==> config.mk <==
export PLATFORM = sky130hd
export DESIGN_NAME = mem_stage
export DESIGN_NICKNAME = d
export VERILOG_FILES = /design/src/rtl/mem_stage_pkg.sv /design/src/rtl/mem_stage_load_align.sv /design/src/rtl/mem_stage.sv
export SDC_FILE = /design/constraint.sdc
export NUM_CORES = 1
export LEC_CHECK = 0
export CAP_MARGIN = 0
export CORE_ASPECT_RATIO = 1.1
export CORE_MARGIN = 4
export CORE_UTILIZATION = 31
export DETAILED_ROUTE_END_ITERATION = 7
export GPL_TIMING_DRIVEN = 0
export PLACE_DENSITY = 0.82
export SETUP_SLACK_MARGIN = 0.15
export SLEW_MARGIN = 20
export SYNTH_ARGS = -nofsm -noshare
export SYNTH_HDL_FRONTEND = slang
export SYNTH_SLANG_ARGS = --single-unit
==> constraint.sdc <==
create_clock -name clk -period 1.6 [get_ports clk]
set_clock_uncertainty 0.1 [all_clocks]
set_input_delay 0.16 -clock clk [delete_from_list [all_inputs] [get_ports clk]]
set_output_delay 0.16 -clock clk [all_outputs]
set_load 0.05 [all_outputs]
==> src/rtl/mem_stage_pkg.sv <==
// rtl/mem_stage_pkg.sv - shared types for the memory-access pipeline stage
//
// Purpose: pipeline-register layouts and access-size/state encodings used by
//          mem_stage and load_align.
// Contents: Signal, Register, RegAddr, Size, MemState, M_ctrl, M_data,
//           M_output, decode_size().
package mem_stage_pkg;

  typedef logic        Signal;
  typedef logic [31:0] Register;
  typedef logic [4:0]  RegAddr;

  typedef enum logic [1:0] {
    SZ_BYTE = 2'b00,
    SZ_HALF = 2'b01,
    SZ_WORD = 2'b10
  } Size;

  typedef enum logic {
    MS_IDLE,
    MS_WAIT
  } MemState;

  // X/M control bundle
  typedef struct packed {
    Signal       mem_read;
    Signal       mem_write;
    logic [1:0]  size;
    Signal       ld_unsigned;
  } M_ctrl;

  // X/M data bundle
  typedef struct packed {
    RegAddr  dst;
    Register addr;
    Register val;
  } M_data;

  // M/W boundary register
  typedef struct packed {
    Signal   valid;
    RegAddr  dst;
    Register alu;
    Register ld_data;
  } M_output;

  // Raw size field to access size; the unused code 2'b11 behaves as a word.
  function automatic Size decode_size(input logic [1:0] raw);
    case (raw)
      2'b00:   return SZ_BYTE;
      2'b01:   return SZ_HALF;
      default: return SZ_WORD;
    endcase
  endfunction

endpackage

==> src/rtl/mem_stage_load_align.sv <==
// rtl/mem_stage_load_align.sv - load data lane select and extension
//
// Purpose: combinational extraction of a byte/half/word from a read word.
// Ports:
//   i_rdata       32-bit word returned by memory
//   i_addr_lo     low two address bits selecting the lane
//   i_size        access size
//   i_ld_unsigned 1 = zero-extend, 0 = sign-extend
//   o_ld_data     aligned, extended load value
module load_align
  import mem_stage_pkg::*;
(
  input  logic [31:0] i_rdata,
  input  logic [1:0]  i_addr_lo,
  input  Size         i_size,
  input  logic        i_ld_unsigned,
  output logic [31:0] o_ld_data
);

  logic [7:0]  w_byte;
  logic [15:0] w_half;

  always_comb begin
    case (i_addr_lo)
      2'd0:    w_byte = i_rdata[7:0];
      2'd1:    w_byte = i_rdata[15:8];
      2'd2:    w_byte = i_rdata[23:16];
      default: w_byte = i_rdata[31:24];
    endcase
  end

  // Half lane uses addr[1] only; addr[0] is ignored here by design.
  assign w_half = i_addr_lo[1] ? i_rdata[31:16] : i_rdata[15:0];

  always_comb begin
    case (i_size)
      SZ_BYTE: o_ld_data = {{24{~i_ld_unsigned & w_byte[7]}}, w_byte};
      SZ_HALF: o_ld_data = {{16{~i_ld_unsigned & w_half[15]}}, w_half};
      default: o_ld_data = i_rdata;
    endcase
  end

endmodule

==> src/rtl/mem_stage.sv <==
// rtl/mem_stage.sv - memory-access pipeline stage with req/ready data port
//
// Purpose: issues loads/stores from the X/M register to data memory, stalls
//          upstream while memory is busy, aborts after TIMEOUT cycles, and
//          registers results into the M/W boundary.
// Optional: MEM_ALIGN_CHECK_EN rejects misaligned half/word accesses.
// Ports:
//   clk, rst      clock, synchronous active-high reset
//   m_ctrl/m_data X/M control and data bundles
//   dmem_*        data-memory request port (req/ready handshake)
//   stall         freezes PC and earlier pipeline registers
//   m_out         M/W register {valid, dst, alu, ld_data}
//   bus_err       one-cycle error pulse
module mem_stage
  import mem_stage_pkg::*;
#(
  parameter int TIMEOUT = 16,
  parameter int CNT_W   = 5
) (
  input  logic        clk,
  input  logic        rst,
  input  logic [4:0]  m_ctrl,
  input  logic [68:0] m_data,
  output logic        dmem_req,
  output logic        dmem_we,
  output logic [31:0] dmem_addr,
  output logic [3:0]  dmem_be,
  output logic [31:0] dmem_wdata,
  input  logic        dmem_ready,
  input  logic [31:0] dmem_rdata,
  output logic        stall,
  output logic [69:0] m_out,
  output logic        bus_err
);

  M_ctrl            w_ctrl;
  M_data            w_data;
  Size              w_size;
  logic             w_access;
  logic             w_misalign;
  logic             w_issue;
  logic             w_timeout;
  logic             w_load_done;
  logic [31:0]      w_ld_data;

  MemState          r_state;
  logic [CNT_W-1:0] r_wait_cnt;
  M_output          r_m_out;
  logic             r_bus_err;

  assign w_ctrl   = m_ctrl;
  assign w_data   = m_data;
  assign w_size   = decode_size(w_ctrl.size);
  assign w_access = w_ctrl.mem_read | w_ctrl.mem_write;

`ifdef MEM_ALIGN_CHECK_EN
  assign w_misalign = w_access &
                      (((w_size == SZ_HALF) & w_data.addr[0]) |
                       ((w_size == SZ_WORD) & (w_data.addr[1:0] != 2'b00)));
`else
  assign w_misalign = 1'b0;
`endif

  // Request is combinational so an immediately-ready memory costs no bubble.
  assign w_issue  = w_access & ~w_misalign & ~rst;
  assign dmem_req = w_issue;

  // Last permitted wait cycle: the access retires (aborted) instead of stalling.
  assign w_timeout = w_issue & ~dmem_ready & (r_state == MS_WAIT) &
                     (r_wait_cnt == CNT_W'(TIMEOUT - 1));
  assign stall     = w_issue & ~dmem_ready & ~w_timeout;

  // Read+write together is treated as a store, so it never returns load data.
  assign w_load_done = w_issue & dmem_ready & w_ctrl.mem_read & ~w_ctrl.mem_write;

  assign dmem_we   = w_ctrl.mem_write;
  assign dmem_addr = {w_data.addr[31:2], 2'b00};

  always_comb begin
    dmem_be    = 4'b1111;
    dmem_wdata = w_data.val;
    if (w_ctrl.mem_write) begin
      case (w_size)
        SZ_BYTE: begin
          dmem_be    = 4'b0001 << w_data.addr[1:0];
          dmem_wdata = {4{w_data.val[7:0]}};
        end
        SZ_HALF: begin
          dmem_be    = w_data.addr[1] ? 4'b1100 : 4'b0011;
          dmem_wdata = {2{w_data.val[15:0]}};
        end
        default: begin
          dmem_be    = 4'b1111;
          dmem_wdata = w_data.val;
        end
      endcase
    end
  end

  load_align u_load_align (
    .i_rdata       (dmem_rdata),
    .i_addr_lo     (w_data.addr[1:0]),
    .i_size        (w_size),
    .i_ld_unsigned (w_ctrl.ld_unsigned),
    .o_ld_data     (w_ld_data)
  );

  always_ff @(posedge clk) begin
    if (rst) begin
      r_state    <= MS_IDLE;
      r_wait_cnt <= '0;
      r_m_out    <= '0;
      r_bus_err  <= 1'b0;
    end else begin
      r_bus_err <= w_timeout | w_misalign;
      if (stall) begin
        // Bubble into writeback while the access is outstanding.
        r_m_out <= '0;
        if (r_state == MS_IDLE) begin
          r_state    <= MS_WAIT;
          r_wait_cnt <= CNT_W'(1);
        end else begin
          r_wait_cnt <= r_wait_cnt + CNT_W'(1);
        end
      end else begin
        r_state         <= MS_IDLE;
        r_wait_cnt      <= '0;
        r_m_out.valid   <= 1'b1;
        r_m_out.dst     <= (w_ctrl.mem_write | w_misalign) ? RegAddr'(0) : w_data.dst;
        r_m_out.alu     <= w_data.addr;
        r_m_out.ld_data <= w_load_done ? w_ld_data : 32'd0;
      end
    end
  end

  assign m_out   = r_m_out;
  assign bus_err = r_bus_err;

endmodule

==> implementation parameters, run 1 <==
Parameter                              Value

Power
  VDD IR-drop max ... approximately 0.00047 V
  Static Leak ... approximately 0.0031 µW
  Power per Cell Area ... roughly 900 nW/µm²

Detailed routing
  First DRT Iteration DRCs ... 350
  Count of vias placed by the detailed router ... around 3,800
  Detailed-routing iteration count for the pre-antenna-repair pass ... 8
  Total wirelength of the detailed-routed design ... 13.7 mm
  Via density ... 4.72
  Final routed DRC violation total ... 11
  Average wire length per cell after detail routing ... about 17 µm
  Remaining antenna violation count ... 0

Floorplan
  Number of rows created at floorplan ... 39
  Initial Utilization ... 0.320
  Die Area ... between 10,000 and 15,000 µm²
  Die X ... approximately 110 µm
  Vert. Die Dim ... around 120 µm
  Area inside the core boundary ... between 10,000 and 15,000 µm²
  Number of placed I/O pins ... between 200 and 300

Critical path
  Kind of launch point of the worst setup path ... flip-flop
  Capture point of the worst path ... stall
  Slowest cell delay on critical path ... between 0.3 and 0.4 ns
  Reg2Reg Capture Point ... m_out[36]$_SDFF_PP0_
  Slowest-stage cell, CP ... sky130_fd_sc_hd__dfxtp_2
  Most Frequent Cell on Critical Path ... sky130_fd_sc_hd__ha_4
  Arrival time worst endpoint ... around 1.6 ns
  Reg-to-reg critical path startpoint ... r_wait_cnt[1]$_SDFF_PP0_
  Category of the worst setup path capture point ... primary output
  List of cells traversed by the critical path ... ha_4, and3_4, ha_4, a21oi_4, and2_4, buf_8
  Crit path max fanout ... 2
  Number of cells on the worst reg-to-reg path ... 9
  Startpoint-to-endpoint class of the critical path ... flip-flop to primary output
  Required time of the critical path ... 1.34 ns
  Worst setup path startpoint ... r_wait_cnt[1]$_SDFF_PP0_
  Setup slack on the worst flop-to-flop path ... -0.17 ns

STA
  Worst slew margin relative to its limit ... 0.618
  Fin worst setup slack ... -0.229 ns
  Final critical-path required period ... between 1.5 and 2 ns
  Unrepaired setup endpoints after global routing ... true
  Final-report max-slew violation count ... 0
  Final setup vio count ... 36
  Pin slew with the least headroom to its limit ... ~0.57 ns
  Peak clock frequency supported by timing ... 0.547 GHz
  Final cycle utilization of the critical path ... 1.14
  Final hold violations ... 0

Synthesis
  Post-synth cell types ... approximately 40
  Netlist Area Pre-Place ... roughly 3400 µm²
  Sequential element share of the synthesized area ... 0.459
  Number of enable-type register cells in the synthesized netlist ... 0
  Most common library cells after synthesis ... sky130_fd_sc_hd__dfxtp_1, sky130_fd_sc_hd__nand2_1, sky130_fd_sc_hd__buf_4
  Synth area leader ... sky130_fd_sc_hd__dfxtp_1
  Most common flop cell mapped by yosys ... sky130_fd_sc_hd__dfxtp_1
  Most frequent cell after synthesis ... sky130_fd_sc_hd__dfxtp_1
  Gate count of the mapped netlist ... between 300 and 400
  Share of synthesized flip-flops with an asynchronous set or reset ... 0
  Number of register bits inferred by synthesis ... 77
  Portion of synthesized cell area occupied by the leading cell type ... 0.459
  Avg Cell Area, Syn ... just under 9 µm²
  Yosys Warn Count ... 0
  Largest cells by area after synthesis ... sky130_fd_sc_hd__dfxtp_1, sky130_fd_sc_hd__buf_4, sky130_fd_sc_hd__and2_1

Final layout
  Final cell area excluding filler cells ... 6900 µm²
  Number of nets in the layout ... a little under 800
  Ratio of cells with drive above 1 in the final layout ... 0.386
  Ant diodes ... 0
  Synthesis-to-layout area growth ... 106%
  Filler cell count ... roughly 810
  Final instance count without filler cells ... about 810

Placement
  Placed Instance Area ... 6130 µm²
  Setup Slack @ Placement ... -1.45 ns
  PortBufs ... 247
  Detailed placer's ending HPWL ... roughly 11 mm
  Cell total after placement ... roughly 770
  Final weighted congestion in routability-driven placement ... roughly 0.92

Clock tree
  Total of hold buffers inserted after clock tree synthesis ... 0
  Root Driver ... sky130_fd_sc_hd__clkbuf_16
  Register clock-pin slew on the reported worst setup and hold paths ... around 0.060 ns
  Clock tree from TritonCTS ... built
  Clock insertion delay at the later pin of the skew report ... about 0.33 ns
  Cts bufs inserted ... 9
  H-tree Lvls ... 3
  Clock Sinks ... 77
  Number of buffers on the longest clock path ... 2

GRT
  Maximum number of pins on one net before global-route repair ... 16
  Number of global-route vias before repair ... slightly below 4,000
  Combined global-route utilization of all metal layers ... 0.207
  Antenna violations before repair ... 0
  Fraction of met2 tracks used by global routing ... 0.393
  First-pass GRT wire length ... 20.1 mm
  Met3 Track Usage GR ... 0.0680
  Met1 usage in global routing ... 0.210
  Sum of overflow across all layers after global routing ... 0
  Most Used Layer, Global Route ... met2

Status
  Status ... complete, but fails checks
  Violated checks ... DRC, setup timing

Hold path
  Path class of the lowest-slack min-delay path ... input pin to flip-flop

Job
  Max capacitance violation total ... 0
routing by layer:
layer	wire length, µm	part of all wire
met4	357	0.026
met1	4760	0.35
met3	1420	0.10
met5	0	0
met2	7200	0.52
state kept, by name (all words and copies together) (netlist names):
| name | cells |
|---|---|
| r_state | 1 |
| bus_err | 1 |
| m_out | 70 |
| r_wait_cnt | 5 |
critical path, delay by kind of cell (launching register included):
family / cells / cell delay [ns]
fa+ha+maj: 2 / 0.32
simple gates: 2 / 0.32
compound gates: 1 / 0.12
buf+inv: 1 / 0.14
flops: 1 / 0.34
report_power, final:
group | leakage (µW) | internal (µW) | switching, µW
Combinational | 0.00234 | 749 | 1040
Clock | 0.000159 | 1390 | 854
Sequential | 0.000630 | 1980 | 18.7
final cells by class:
| class | instances | area [µm²] | area share |
|---|---|---|---|
| clock inverter | 7 | 105 | 0.0152 |
| buffer | 62 | 524 | 0.0760 |
| tap | 143 | 179 | 0.0259 |
| timing repair buffer | 272 | 2630 | 0.381 |
| clock buffer | 9 | 225 | 0.0326 |
| inverter | 12 | 48.8 | 0.00707 |
| sequential | 77 | 1540 | 0.224 |
| multi-input combinational | 232 | 1640 | 0.238 |
worst min path at each step:
| stage | startpoint | endpoint | depth (start not counted) |
|---|---|---|---|
| finish | dmem_rdata[23] | m_out[23]$_SDFF_PP0_ | 3 |
| CTS | m_data[32] | m_out[32]$_SDFF_PP0_ | 2 |
| global placement | r_wait_cnt[0]$_SDFF_PP0_ | r_wait_cnt[0]$_SDFF_PP0_ | 1 |
| global route | m_data[32] | m_out[32]$_SDFF_PP0_ | 2 |
| detailed placement | r_wait_cnt[0]$_SDFF_PP0_ | r_wait_cnt[0]$_SDFF_PP0_ | 1 |
| floorplan | m_data[34] | m_out[34]$_SDFF_PP0_ | 1 |
stage by stage:
step / hold slack [ns] / total power (µW) / TNS, ns / utilization
5_1_grt: 0.104 / 6240 / -6.87 / 0.658
2_1_floorplan: 0.182 / 3010 / -0.381 / -
3_3_place_gp: 0.366 / 3700 / -74.27 / 0.585
6_report: 0.0854 / 6030 / -5.01 / 0.658
4_1_cts: 0.0840 / 6000 / -5.73 / 0.648
3_5_place_dp: 0.368 / 3720 / -75.00 / 0.585
cells by family after synthesis:
group / synth area share
AO/OA/AOI/OAI: 0.130
XOR/XNOR: 0.00522
adder cells (fa/ha/maj): 0.00745
buffers and inverters: 0.133
flip-flops: 0.459
multiplexers: 0.0630
other: 0.00112
AND/OR/NAND/NOR: 0.201
layout by cell type, fill, tap and decap left out, drive strengths merged, types with 13 or more instances in the layout:
cell type      Yosys  layout
a21oi             31      31
and2              41      41
buf               48     114
clkbuf            14      43
clkdlybuf4s15      0      68
clkdlybuf4s50      0      92
dfxtp             77      77
dlygate4sd2        0      15
inv               12      15
nand2             61      61
nor2              22      22
o21ai             13      13
timing repair:
item,in CTS,in global routing
buffers inserted,15,8
pin swaps,4,6
setup endpoints to repair,211,151
cloned,1,1
gates resized for setup,506,98
No activity file was read; power rests on OpenSTA's default activity.
==> inputs of run 2 (changes only) <==
CTS_CLUSTER_DIAMETER = 200   (was default)
==> results of run 2 <==
No change in the layout: final DEF, timing and power equal those of run 1.
==> RTL change 1, RTL diff (flow settings as in run 1) <==
The option `MEM_ALIGN_CHECK_EN` is turned on by a define.
--- a/src/rtl/mem_stage.sv
+++ b/src/rtl/mem_stage.sv
@@ -11,6 +11,8 @@
 //   stall         freezes PC and earlier pipeline registers
 //   m_out         M/W register {valid, dst, alu, ld_data}
 //   bus_err       one-cycle error pulse
+`define MEM_ALIGN_CHECK_EN
+
 module mem_stage
   import mem_stage_pkg::*;
 #(
Check against the original RTL: not equivalent (Yosys sat finds a counterexample within 4 cycles, from zero or initial values and one cycle with rst high).
==> RTL change 1 against run 1 <==
The run ends with negative setup slack left. Utilization fell by 0.74 points. Final area up 3.3%. Total power shrank 1.2%. Non-clock buffer count increased by 5. Global-route usage is essentially flat. Die area rose by 3.9%. Largest power group unchanged. Wire length is 0.98% higher. Sequential cell count did not move. Worst setup slack got worse by 0.19 ns. Critical path type unchanged. Highest routed layer unchanged. Synthesized area increased by 4.2%. Largest cell class unchanged.
==> RTL change 1: results (changes against run 1) <==
| Metric | Value |
|---|---|
| Maximum clock path buffer count | 2 (unchanged) |
| Worst-Margin Slew | 0.527 ns (was 0.573 ns) |
| Gp weighted congestion | 0.867 (was 0.919) |
| Setup violations, final | 43 (was 36) |
| Post-Synth XOR/XNOR Area | 0.00501 (was 0.00522) |
| Vias in the first global route | 4023 (was 3911) |
| Max VDD drop | 0.372 mV (was 0.470 mV) |
| Sequential fraction of the synthesis area | 0.441 (was 0.459) |
| Yosys cell types | 43 (was 41) |
| TritonCTS buffer count | 9 (unchanged) |
| Post-Place Cells | 784 (was 773) |
| Adder-Cell Fraction of Synth Area | 0.00716 (was 0.00745) |
| Layout cells sized above 1 | 0.429 (was 0.386) |
| DR iter-0 viols | 163 (was 350) |
| Tot GR Track Use | 0.207 (about the same) |
| Antenna violations before repair | 1 (was 0) |
| Detailed-placement wirelength estimate | 10.9 mm (was 10.6 mm) |
| Final std cells w/o fill | 827 (was 814) |
| Vias after detailed routing | 3879 (was 3844) |
| Critical Path AT | 1.76 ns (was 1.57 ns) |
| Largest cells by area after synthesis | dfxtp_1, buf_4, and2_1 (unchanged) |
| Routed len/inst | 16.8 µm (was 16.9 µm) |
| Synth cell count leaders | dfxtp_1, nand2_1, buf_4, and2_1, a21oi_1 (unchanged) |
| Failing checks | negative setup slack (was design-rule violations, negative setup slack) |
| Worst Min Path Start | dmem_rdata[31] (was dmem_rdata[23]) |
| Port bufs | 246 (was 247) |
| Compound-cell area share of the yosys netlist | 0.150 (was 0.130) |
| DP Area | 6390 µm² (was 6130 µm²) |
| Static leakage | 3.13 nW (was 3.12 nW) |
| First-pass DRT Iterations | 5 (was 8) |
| Fin nets | 785 (was 777) |
| Final core area utilization | 0.650 (was 0.658) |
| Status | finished, violations left (unchanged) |
| Clock Tree Root | clkbuf_16 (unchanged) |
| CP startpoint | r_wait_cnt[0] (was r_wait_cnt[1]) |
| Global-route wire length before repair | 21.0 mm (was 20.1 mm) |
| Max reg flops | 70 (unchanged) |
| Critical path fanouts, max | 3 (was 2) |
| Setup ws final | -0.417 ns (was -0.229 ns) |
| Worst-Skew Late Latency | 0.33 ns (about the same) |
| Mux cell area share after synthesis | 0.0751 (was 0.0630) |
| Ys async rst share | 0 (unchanged) |
| Filler instances | 898 (was 807) |
| Family with the most delay on the worst path | compound AO/OA/AOI/OAI gates (was flip-flops) |
| Cells after Synth | 390 (was 382) |
| Warnings from Yosys | 0 (unchanged) |
| Largest family of logic cells by synthesized area | simple AND/OR/NAND/NOR gates (unchanged) |
RTL change 1: final timing paths:
check             cells after the start  slack [ns]            end
setup / recovery                      6       -0.42          stall
hold / removal                        3        0.18      m_out[31]
setup reg to reg                      9       -0.38      m_out[63]
hold reg to reg                       1        0.40  r_wait_cnt[0]
RTL change 1: per-layer routing:
layer | vias up | part of all wire | track usage
met5 | - | 0 | 0
met4 | 0 | 0.024 | 0.0764
met3 | 30 | 0.12 | 0.0851
met2 | 245 | 0.52 | 0.382
met1 | 1759 | 0.33 | 0.201
li1 | 1845 | - | -
RTL change 1: power by group:
group          leakage [nW]  internal [W]  switching (W)
combinational          2.36      0.000806        0.00109
sequential            0.631       0.00198      0.0000208
clock                 0.141       0.00123       0.000830
total                  3.13       0.00402        0.00195
RTL change 1: what timing repair did:
item                                    in CTS  in global routing
setup buffers                               19                  3
cloned                                       4                  0
resized for setup                          527                 86
pin swaps                                   13                  4
endpoints found under the setup margin     215                121
RTL change 1: cell families (layout without fill, tap and decap cells):
group	after synthesis	after routing
simple gates	135	135
compound gates	77	77
flops	77	77
buf+inv	72	360
mux	24	24
fa+ha+maj	2	2
xor+xnor	2	2
other cells	1	3
RTL change 1: layout make-up:
cell class              count  share of cell area
plain buffers              67              0.0779
diodes                      1            0.000351
clock buffers               9              0.0316
multi-input cells         242               0.261
flip-flops and latches     77               0.217
well taps                 147              0.0258
repair buffers            272               0.373
inverters                   5             0.00263
clock inverters             7              0.0114
RTL change 1: stage by stage:
stage	setup WS, ns	setup TNS [ns]
floorplan	-0.574	-18.87
finish	-0.417	-12.24
global placement	-1.36	-79.30
detailed placement	-1.39	-83.03
global route	-0.471	-15.01
CTS	-0.440	-12.37
==> RTL change 2, RTL diff (config.mk and constraints of run 1) <==
Made on the original files. Reset style: asynchronous (`rst`), changed in one clocked block. Comments in the files are not updated.
--- a/src/rtl/mem_stage.sv
+++ b/src/rtl/mem_stage.sv
@@ -105,7 +105,7 @@
     .o_ld_data     (w_ld_data)
   );
 
-  always_ff @(posedge clk) begin
+  always_ff @(posedge clk or posedge rst) begin
     if (rst) begin
       r_state    <= MS_IDLE;
       r_wait_cnt <= '0;
Formal check against the unedited RTL: differs if rst is asserted again (counterexample within 4 cycles, from zero or initial values and one cycle with rst high); with rst held inactive, the same outputs for 10 cycles.
==> RTL change 2 against run 1 <==
The run ends with negative setup slack left. Final area is 18% higher. Utilization down 2.2 points. Worst setup slack lost 0.47 ns. Via count up 11%. Non-clock buffer count rose by 21. Wire length grew 17%. Total power increased by 9.5%. Sequential share of layout area rose by 1.3 points. Sequential cell count unchanged. Synthesized cell count grew 2.4%. Synthesized area increased by 23%. Highest routed layer is now met5.
==> RTL change 2: results (changes against run 1) <==
| Metric | Value |
|---|---|
| Reg2Reg Depth | 10 (was 9) |
| Largest net degree at the start of global routing | 36 (was 16) |
| RR Startpoint | r_wait_cnt[0] (was r_wait_cnt[1]) |
| Top sig layer | met5 (was met4) |
| Port bufs | 245 (was 247) |
| Fraction of area in multi-input gates | 0.249 (was 0.238) |
| DR iter-0 viols | 303 (was 350) |
| Failing checks | negative setup slack (was design-rule violations, negative setup slack) |
| Filler instances | 978 (was 807) |
| Hold slack | 0.0583 ns (was 0.0854 ns) |
| Setup ws final | -0.695 ns (was -0.229 ns) |
| Detailed-placement wirelength estimate | 11.7 mm (was 10.6 mm) |
| First-pass DRT Iterations | 4 (was 8) |
| Grt met3 use | 0.0879 (was 0.0680) |
| Routed len/inst | 18.9 µm (was 16.9 µm) |
| Comb_multi_in | 217 (was 232) |
| Sequential fraction of the synthesis area | 0.468 (was 0.459) |
| Well Taps | 157 (was 143) |
| DP Area | 7050 µm² (was 6130 µm²) |
| Ys async rst share | 1.00 (was 0) |
| Met3 WL | 1.72 mm (was 1.42 mm) |
| WL met2 | 8.42 mm (was 7.20 mm) |
| Static leakage | 3.81 nW (was 3.12 nW) |
| R2R setup slack | -0.62 ns (was -0.17 ns) |
| Clock buffers | 10 (was 9) |
| Buffering overhead | 0.432 (was 0.457) |
| PostCTS Resize Cnt | 526 (was 506) |
| CTS Hold Bufs | 1 (was 0) |
| Global-route wire length before repair | 24.3 mm (was 20.1 mm) |
| Tot GR Track Use | 0.203 (was 0.207) |
| Vias per cell | 4.99 (was 4.72) |
| Post-CTS Setup Bufs | 21 (was 15) |
| FF-to-FF End | m_out[53] (was m_out[36]) |
| Layout cells sized above 1 | 0.496 (was 0.386) |
| Setup violations, final | 47 (was 36) |
| Number of non-clock buffers | 355 (was 334) |
| Gp weighted congestion | 0.853 (was 0.919) |
| WL met1 | 5.73 mm (was 4.76 mm) |
| Fin nets | 802 (was 777) |
| Yosys cell types | 44 (was 41) |
| Worst slew margin | 0.533 (was 0.618) |
| Status | finished, violations left (unchanged) |
| M2 GR Usage | 0.374 (was 0.393) |
| Inverter count | 31 (was 12) |
| Worst hold path type | input pin to async pin (was input pin to register) |
| Largest cells by area after synthesis | dfrtp_1, mux2_2, buf_4 (was dfxtp_1, buf_4, and2_1) |
| Seq_cells | 77 (unchanged) |
| Synth cell count leaders | dfrtp_1, buf_4, nand2_1, and2_1, mux2_2 (was dfxtp_1, nand2_1, buf_4, and2_1, a21oi_1) |
| Vias in the first global route | 4543 (was 3911) |
| ClkCell Share | 0.0427 (was 0.0479) |
| Total negative slack | -24.57 ns (was -5.01 ns) |
| Antenna violations before repair | 1 (was 0) |
## RTL change 2: cell types whose count changed after synthesis, sizes merged, moves of 9 or more
cell / change
a21oi: -21
mux2: +23
dfrtp: +77
and2: -9
a221oi: +9
dfxtp: -77
nand2: -22
nor2: -17
inv: +19
## RTL change 2: critical path, cell delays in order (launching register included)
cell,delay [ns]
dfrtp_1,0.40
ha_2,0.19
and3_4,0.18
ha_4,0.16
nand2_2,0.06
or3b_1,0.35
clkbuf_8,0.15
clkinvlp_4,0.08
buf_8,0.14
## RTL change 2: how the worst max path moves through the flow
stage                              from  slack (ns)              to  cells after the start
after CTS                 r_wait_cnt[0]       -0.72           stall                      8
final                     r_wait_cnt[0]       -0.70           stall                      8
after global placement              rst       -1.85       m_out[10]                      4
after floorplan                     rst       -0.53       m_out[13]                      3
after detailed placement      m_ctrl[3]       -1.32  dmem_wdata[10]                      5
after global routing      r_wait_cnt[0]       -0.77           stall                      8
## RTL change 2: cell families after synthesis
family | share of synthesized area
simple gates | 0.134
xor+xnor | 0.00426
buf+inv | 0.138
fa+ha+maj | 0.00608
other cells | 0.000912
mux | 0.113
flops | 0.468
compound gates | 0.136
## RTL change 2: metrics by stage
stage                     worst slack (ns)  std cells   util  power (W)
final                               -0.695        853  0.636    0.00661
after global routing                -0.770        853  0.636    0.00686
after CTS                           -0.716        840  0.618    0.00653
after detailed placement             -1.32        796  0.550    0.00405
after global placement               -1.85        794  0.547    0.00401
after floorplan                     -0.533        392      -    0.00326
## RTL change 2: where the power goes
group	leakage [nW]	internal [W]	switching (W)
sequential	1.00	0.00202	0.0000222
clock	0.169	0.00154	0.000834
combinational	2.63	0.000933	0.00125
